===== config.mk =====
export PLATFORM = sky130hd
export DESIGN_NAME = key_input_ctrl
export DESIGN_NICKNAME = d
export VERILOG_FILES = /design/src/rtl/key_pkg.sv /design/src/rtl/debounce_cell.sv /design/src/rtl/key_input_ctrl.sv
export SDC_FILE = /design/constraint.sdc
export NUM_CORES = 1
export LEC_CHECK = 0
export ABC_AREA = 1
export CAP_MARGIN = 20
export CELL_PAD_IN_SITES_DETAIL_PLACEMENT = 1
export CELL_PAD_IN_SITES_GLOBAL_PLACEMENT = 1
export CORE_AREA = 2 2 167 169
export DETAILED_ROUTE_END_ITERATION = 12
export DIE_AREA = 0 0 169 171
export PLACE_DENSITY_LB_ADDON = 0.1
export SLEW_MARGIN = 10
export SYNTH_ARGS = -nofsm -noshare
export SYNTH_HDL_FRONTEND = slang
export SYNTH_SLANG_ARGS = --single-unit

===== constraint.sdc =====
create_clock -name clk -period 1.51 [get_ports clk]
set_clock_uncertainty 0.05 [all_clocks]
set_input_delay 0.453 -clock clk [delete_from_list [all_inputs] [get_ports clk]]
set_output_delay 0.453 -clock clk [all_outputs]
set_load 0.02 [all_outputs]

===== src/rtl/key_pkg.sv =====
// Shared button index map and auto-repeat FSM encoding
// for the key input controller.
package key_pkg;

    localparam int N_BTN = 9;
    localparam int N_MOVE = 4;

    localparam int BTN_LEFT = 0;
    localparam int BTN_RIGHT = 1;
    localparam int BTN_UP = 2;
    localparam int BTN_DOWN = 3;
    localparam int BTN_ROTATE = 4;
    localparam int BTN_PLACE = 5;
    localparam int BTN_SEL1 = 6;
    localparam int BTN_SEL2 = 7;
    localparam int BTN_SEL3 = 8;

    typedef enum logic [1:0] {
        ST_IDLE,
        ST_DELAY,
        ST_REPEAT
    } rpt_state_t;

endpackage


===== src/rtl/debounce_cell.sv =====
// One button: 2-flop synchronizer, stable-count debouncer
// and a registered 0->1 edge flag.
module debounce_cell #(
    parameter int DEBOUNCE_CYCLES = 500000
) (
    input  logic clk,
    input  logic resetn,
    input  logic raw,
    output logic level,
    output logic rise
);

    localparam int CW = (DEBOUNCE_CYCLES > 1) ? $clog2(DEBOUNCE_CYCLES) : 1;

    logic [1:0] sync;
    logic [CW-1:0] cnt;
    logic hit;

    // The counter never goes past DEBOUNCE_CYCLES-1, so it cannot wrap.
    assign hit = (sync[1] != level) && (cnt == CW'(DEBOUNCE_CYCLES - 1));

    always_ff @(posedge clk or negedge resetn) begin
        if (!resetn) begin
            sync <= '0;
            cnt <= '0;
            level <= 1'b0;
            rise <= 1'b0;
        end else begin
            sync <= {sync[0], raw};
            rise <= hit & ~level;
            if (sync[1] == level) begin
                cnt <= '0;
            end else if (hit) begin
                cnt <= '0;
                level <= ~level;
            end else begin
                cnt <= cnt + CW'(1);
            end
        end
    end

endmodule


===== src/rtl/key_input_ctrl.sv =====
// Debounced button front end producing single-cycle game commands.
// Define KEY_AUTO_REPEAT_EN to auto-repeat the four move buttons.
module key_input_ctrl
    import key_pkg::*;
#(
    parameter int DEBOUNCE_CYCLES = 500000,
    parameter int REPEAT_DELAY = 15000000,
    parameter int REPEAT_PERIOD = 5000000
) (
    input  logic clk,
    input  logic resetn,
    input  logic [8:0] btn_raw,
    input  logic game_over,
    output logic move_left,
    output logic move_right,
    output logic move_up,
    output logic move_down,
    output logic rotate_block,
    output logic place_block,
    output logic sel1,
    output logic sel2,
    output logic sel3,
    output logic [8:0] btn_level
);

    if (DEBOUNCE_CYCLES < 1 || REPEAT_DELAY < 1 || REPEAT_PERIOD < 1) begin : g_bad_cfg
        $error("key_input_ctrl: timing parameters must be >= 1");
    end

    logic [N_BTN-1:0] rise;
    logic [N_BTN-1:0] cand;
    logic [N_BTN-1:0] cmd;
    logic [N_BTN-1:0] cmd_q;

    for (genvar i = 0; i < N_BTN; i++) begin : g_cell
        debounce_cell #(
            .DEBOUNCE_CYCLES(DEBOUNCE_CYCLES)
        ) u_cell (
            .clk(clk),
            .resetn(resetn),
            .raw(btn_raw[i]),
            .level(btn_level[i]),
            .rise(rise[i])
        );
    end

`ifdef KEY_AUTO_REPEAT_EN
    localparam int RMAX = (REPEAT_DELAY > REPEAT_PERIOD) ? REPEAT_DELAY : REPEAT_PERIOD;
    localparam int RW = (RMAX > 1) ? $clog2(RMAX) : 1;

    logic [N_MOVE-1:0] rpt;

    for (genvar i = 0; i < N_MOVE; i++) begin : g_rpt
        rpt_state_t st, st_nx;
        logic [RW-1:0] cnt, cnt_nx;
        logic fire;

        always_ff @(posedge clk or negedge resetn) begin
            if (!resetn) begin
                st <= ST_IDLE;
                cnt <= '0;
            end else begin
                st <= st_nx;
                cnt <= cnt_nx;
            end
        end

        // Holding through game over never arms: only a fresh rise leaves IDLE.
        always_comb begin
            st_nx = st;
            cnt_nx = cnt;
            fire = 1'b0;
            if (!btn_level[i] || game_over) begin
                st_nx = ST_IDLE;
                cnt_nx = '0;
            end else begin
                unique case (st)
                    ST_IDLE: begin
                        if (rise[i]) begin
                            st_nx = ST_DELAY;
                            cnt_nx = '0;
                        end
                    end
                    ST_DELAY: begin
                        if (cnt == RW'(REPEAT_DELAY - 1)) begin
                            fire = 1'b1;
                            st_nx = ST_REPEAT;
                            cnt_nx = '0;
                        end else begin
                            cnt_nx = cnt + RW'(1);
                        end
                    end
                    ST_REPEAT: begin
                        if (cnt == RW'(REPEAT_PERIOD - 1)) begin
                            fire = 1'b1;
                            cnt_nx = '0;
                        end else begin
                            cnt_nx = cnt + RW'(1);
                        end
                    end
                    default: begin
                        st_nx = ST_IDLE;
                        cnt_nx = '0;
                    end
                endcase
            end
        end

        assign rpt[i] = fire;
    end

    assign cand = rise | {{(N_BTN - N_MOVE){1'b0}}, rpt};
`else
    assign cand = rise;
`endif

    always_comb begin
        cmd = '0;
        if (!game_over) begin
            cmd[BTN_LEFT] = cand[BTN_LEFT] & ~cand[BTN_RIGHT];
            cmd[BTN_RIGHT] = cand[BTN_RIGHT] & ~cand[BTN_LEFT];
            cmd[BTN_UP] = cand[BTN_UP] & ~cand[BTN_DOWN];
            cmd[BTN_DOWN] = cand[BTN_DOWN] & ~cand[BTN_UP];
            cmd[BTN_ROTATE] = cand[BTN_ROTATE];
            cmd[BTN_PLACE] = cand[BTN_PLACE];
            cmd[BTN_SEL1] = cand[BTN_SEL1];
            cmd[BTN_SEL2] = cand[BTN_SEL2] & ~cand[BTN_SEL1];
            cmd[BTN_SEL3] = cand[BTN_SEL3] & ~cand[BTN_SEL1] & ~cand[BTN_SEL2];
        end
    end

    always_ff @(posedge clk or negedge resetn) begin
        if (!resetn) begin
            cmd_q <= '0;
        end else begin
            cmd_q <= cmd;
        end
    end

    // Gate the registered pulse so game over silences it in its first cycle.
    assign move_left = cmd_q[BTN_LEFT] & ~game_over;
    assign move_right = cmd_q[BTN_RIGHT] & ~game_over;
    assign move_up = cmd_q[BTN_UP] & ~game_over;
    assign move_down = cmd_q[BTN_DOWN] & ~game_over;
    assign rotate_block = cmd_q[BTN_ROTATE] & ~game_over;
    assign place_block = cmd_q[BTN_PLACE] & ~game_over;
    assign sel1 = cmd_q[BTN_SEL1] & ~game_over;
    assign sel2 = cmd_q[BTN_SEL2] & ~game_over;
    assign sel3 = cmd_q[BTN_SEL3] & ~game_over;

endmodule


After elaboration in Yosys (flattened, before gate mapping):

Index checks and enable logic that the tools add are counted.

* flip-flop bits (word level): 216
* bits of input ports: 12
* output and inout port bits: 18
* logic and storage cells: 160

* add/sub/neg operators: 9
* equality and inequality tests: 27
* mux-type cells: 19
* bitwise logic cells: 50
* reduce and logical (&&, ||, !) cells: 18

Operators by type and width (count)
* $mux 19: 18
* $add 19x1->19 const B: 9
* $eq 19x19->1 const B: 9
* $and 1x1->1: 25
* $not 1->1: 25
* $reduce_and 2->1: 9
* $eq 1x1->1: 9
* $logic_and 1x1->1: 9
* $mux 9: 1
* $ne 1x1->1: 9

Logic depth before layout (Yosys ltp):

* depth after elaboration: 4
* mapped depth: 9
* depth with buffers taken out: 9

Hierarchy:

Synthesis repeated with hierarchy kept, for this count alone.

* cell total of the unflattened synthesis: 1544
* area, all modules: 11850.1 µm²

By module, submodules not included
* debounce_cell: times used 9, cells an instance 166, area an instance 1273.7 µm², seq. area each 575.6 µm²
* key_input_ctrl: times used 1, cells an instance 50, area an instance 386.6 µm², seq. area each 225.2 µm²

Least setup slack after synthesis:

OpenSTA, ideal clock, no wires.

* path kind: input-to-output
* start point: in game_over
* end point: out move_down
* arrival time: 1.149 ns
* required time: 1.007 ns
* slack: -0.142 ns
* stages: 3
* path buffers: 2
* path through: clkbuf_1 -> clkbuf_1 -> nor2_1

* longest elaborated chain between the ends: 2

RTL lines
* start: declaration: line key_input_ctrl.sv:13 `input logic game_over,`
* $not 1->1: line key_input_ctrl.sv:144 `assign move_down = cmd_q[BTN_DOWN] & ~game_over;`
* $and 1x1->1: line key_input_ctrl.sv:144
* end: declaration: line key_input_ctrl.sv:17 `output logic move_down,`

Every way passes these cells.

Worst setup path in the final report:

* start point: reg g_cell[2].u_cell.level
* end point: out btn_level[2]

RTL lines
* start: declaration: line debounce_cell.sv:9 `output logic level,`
* start signal: assignment: line debounce_cell.sv:35 `level <= ~level;`
* end: declaration: line key_input_ctrl.sv:23 `output logic [8:0] btn_level`

No word-level cell between the ends.

==> results.yml <==
clock_network:
  clock-sinks: 216
  clkTransAtPathRegs_ns: 0.06
  tritoncts: "yes"
  cts-root-buf: "clkbuf_16"
  numCtsBuffers: 27
  clock_path_buffers: 3
  h-tree-depth: 1
  clock_latency_ns: 0.53
global_routing:
  gr-usage-all-layers_pct: 19.92
  grt_pass1_vias: 9981
  grt_antenna_before_repair: 0
  grt_pass1_wl_mm: 47.80
  grt_max_degree: 56
  overflow: 0
final_layout:
  seq_area_um2: 5409
  post-route-util_pct: 52.65
  multi_input_area_um2: 5652
  final_common_cell: "nor2_1"
  finalNetCount: 1617
  final.fill_count: 3294
  final_cell_mix: "nor2_1 (304), nand2_1 (259), dfrtp_1 (213), inv_1 (158), buf_4 (102)"
  diodes: 0
  fin_cells: 1960
  area_growth_syn_to_layout_pct: 28.44
  drive_gt1_share_pct: 24.16
run_status:
  status: "finished, violations left"
  violations: "setup timing"
detailed_routing:
  firstDrtPassIters: 4
  vias: 9521
  viasPerCell: 4.858
  wl_per_cell_um: 14.53
  drc: 0
  drt_iter0_drc: 280
  postRouteAntennaNets: 0
  routed_wl_mm: 28.49
sta:
  setup_violations: 18
  fin_setup_tns_ns: -1.614
  period_needed_ns: 1.667
  finalCritPeriodShare_pct: 110.4
  slew_viol_final: 0
  rsz0062_at_grt: "yes"
  slew_headroom_pct: 78.18
  worstMarginPinSlew_ns: 0.3249
  timing.final.hold_violations: 0
  finalWorstSetupSlack_ns: -0.1575
  fmax_ghz: 0.5997
pwr:
  vdd_drop_max_uv: 819.5
  total_power_mw: 13.14
  clkPwrFrac_pct: 50.2
  power_frac_comb_pct: 4.7
  power.share.switching_pct: 22.20
  power_density_nw_per_um2: 913.1
  power_frac_seq_pct: 45.1
  switching_power_mw: 2.916
  p_leak_nw: 6.365
  intPower_mw: 10.22
logic_synthesis:
  yosys_warnings: 0
  syn_inst: 1441
  syn_avg_cell_area_um2: 7.773
  ys_top_cells_by_area: "dfrtp_1 (48%), nor2_1 (12%), nand2_1 (9.8%)"
  async_reset_ff_share_pct: 100.0
  synth_cell_types: 26
  netlist_area_um2: 11200
  syn_nets: 1462
  synth-seq-cells: 216
  ys_seq_area_share_pct: 48.26
  synth_top_area_share_pct: 48.26
  synth-main-ff-cell: "dfrtp_1"
  synth_edf_count: 0
  synth_top_area_cell: "dfrtp_1"
critical_path:
  reg2reg_depth: 8
  required_ns: 1.01
  arrival_ns: 1.16
  reg2reg_from: "g_cell[7].u_cell.cnt[1]"
  cp-start-kind: "flop"
  cp_max_fo: 2
  crit_start: "g_cell[2].u_cell.level"
  worstSetupEndpointType: "primary output"
  crit_type: "flop to primary output"
place:
  post-dp-hpwl_mm: 20.10
  port_buffers: 29
  pre_cts_slack_ns: -0.7853
  gp_congestion: 0.8093
  dp_cells: 1878
floorplanning:
  initial_core_util_pct: 40.99
  core_area_um2: 27320
  chipWidth_um: 169
  pin_count: 30
  rows: 61
  dieArea_um2: 28900
  fp.dieH_um: 171
worst_hold_path:
  hold_class: "primary input to async pin"
flow_run:
  max_cap_violations: 0
==> sequential cells by signal, summed over array words and instances, names as in the netlist <==
signal and flops:
cmd_q 9, g_cell.u_cell.cnt 171, g_cell.u_cell.level 9, g_cell.u_cell.rise 9
g_cell.u_cell.sync 18
==> what timing repair did <==
item	CTS	global route
resized for setup	133	169
endpoints found under the setup margin	66	150
hold endpoints to repair	216	0
gates cloned	1	2
hold buffers	1	0
pin swaps	8	54
setup buffers	7	26
==> synth_stat cells (16+ instances only) <==
cell type	count
o21ai_0	17
xor2_1	62
nand2_2	25
nor2_4	16
inv_1	179
nand2_1	291
nand3_1	101
xnor2_1	27
nor2_2	30
nor3_1	22
a21oi_1	28
dfrtp_1	216
nor2_1	349
==> metal layers <==
layer	vias to the layer above	wire [µm]	part of all wire (%)	global-route usage [%]
li1	4739	-	-	-
met1	4654	12930	45	25.65
met2	83	14210	50	35.67
met3	45	694	2.4	2.683
met4	0	651	2.3	4.682
met5	-	0	0	0
==> power groups by stage <==
stage	logic [mW]	registers [mW]	clock network [mW]
6_report	0.613	5.93	6.59
2_1_floorplan	0.208	6.01	0
4_1_cts	0.541	5.92	6.76
3_3_place_gp	0.493	6.02	0
3_5_place_dp	0.508	6.02	0
5_1_grt	0.701	5.94	6.99
==> path summary, 6_finish.rpt <==
check | endpoint | slack [ns]
worst max-delay path | btn_level[2] | -0.16
worst min-delay path | g_cell[6].u_cell.cnt[15] | 0.28
worst max register to register | g_cell[7].u_cell.level | 0.04
worst min register to register | g_cell[8].u_cell.sync[1] | 0.29
max in group asynchronous | g_cell[5].u_cell.cnt[5] | 0.57
min in group clk | g_cell[8].u_cell.sync[1] | 0.29
==> metrics by stage <==
| step | cell area (µm²) | hold slack [ns] |
|---|---|---|
| 2_1_floorplan | 11240 | 0.1074 |
| 3_3_place_gp | 12510 | 0.2379 |
| 3_5_place_dp | 12510 | 0.2388 |
| 4_1_cts | 13620 | 0.2704 |
| 5_1_grt | 14390 | 0.2822 |
| 6_report | 14390 | 0.2846 |
==> kinds of logic after synthesis <==
group / synth area share (%)
compound gates: 2.826
flops: 48.26
simple gates: 33.85
fa+ha+maj: 1.005
buf+inv: 7.104
xor+xnor: 6.959
==> final cells by class <==
type                    count  area share, %
clock buffers              39          5.497
clock inverters             8         0.8175
inverters                 180          4.870
multi-input cells        1027          39.29
flip-flops and latches    216          37.60
well taps                 346          3.009
repair buffers            144          8.923
==> worst max-delay path: stages, from the launching register on <==
cell     delay (ns)
dfrtp_1        0.39
buf_6          0.13
buf_6          0.12
(Power assumes the default switching activity.)
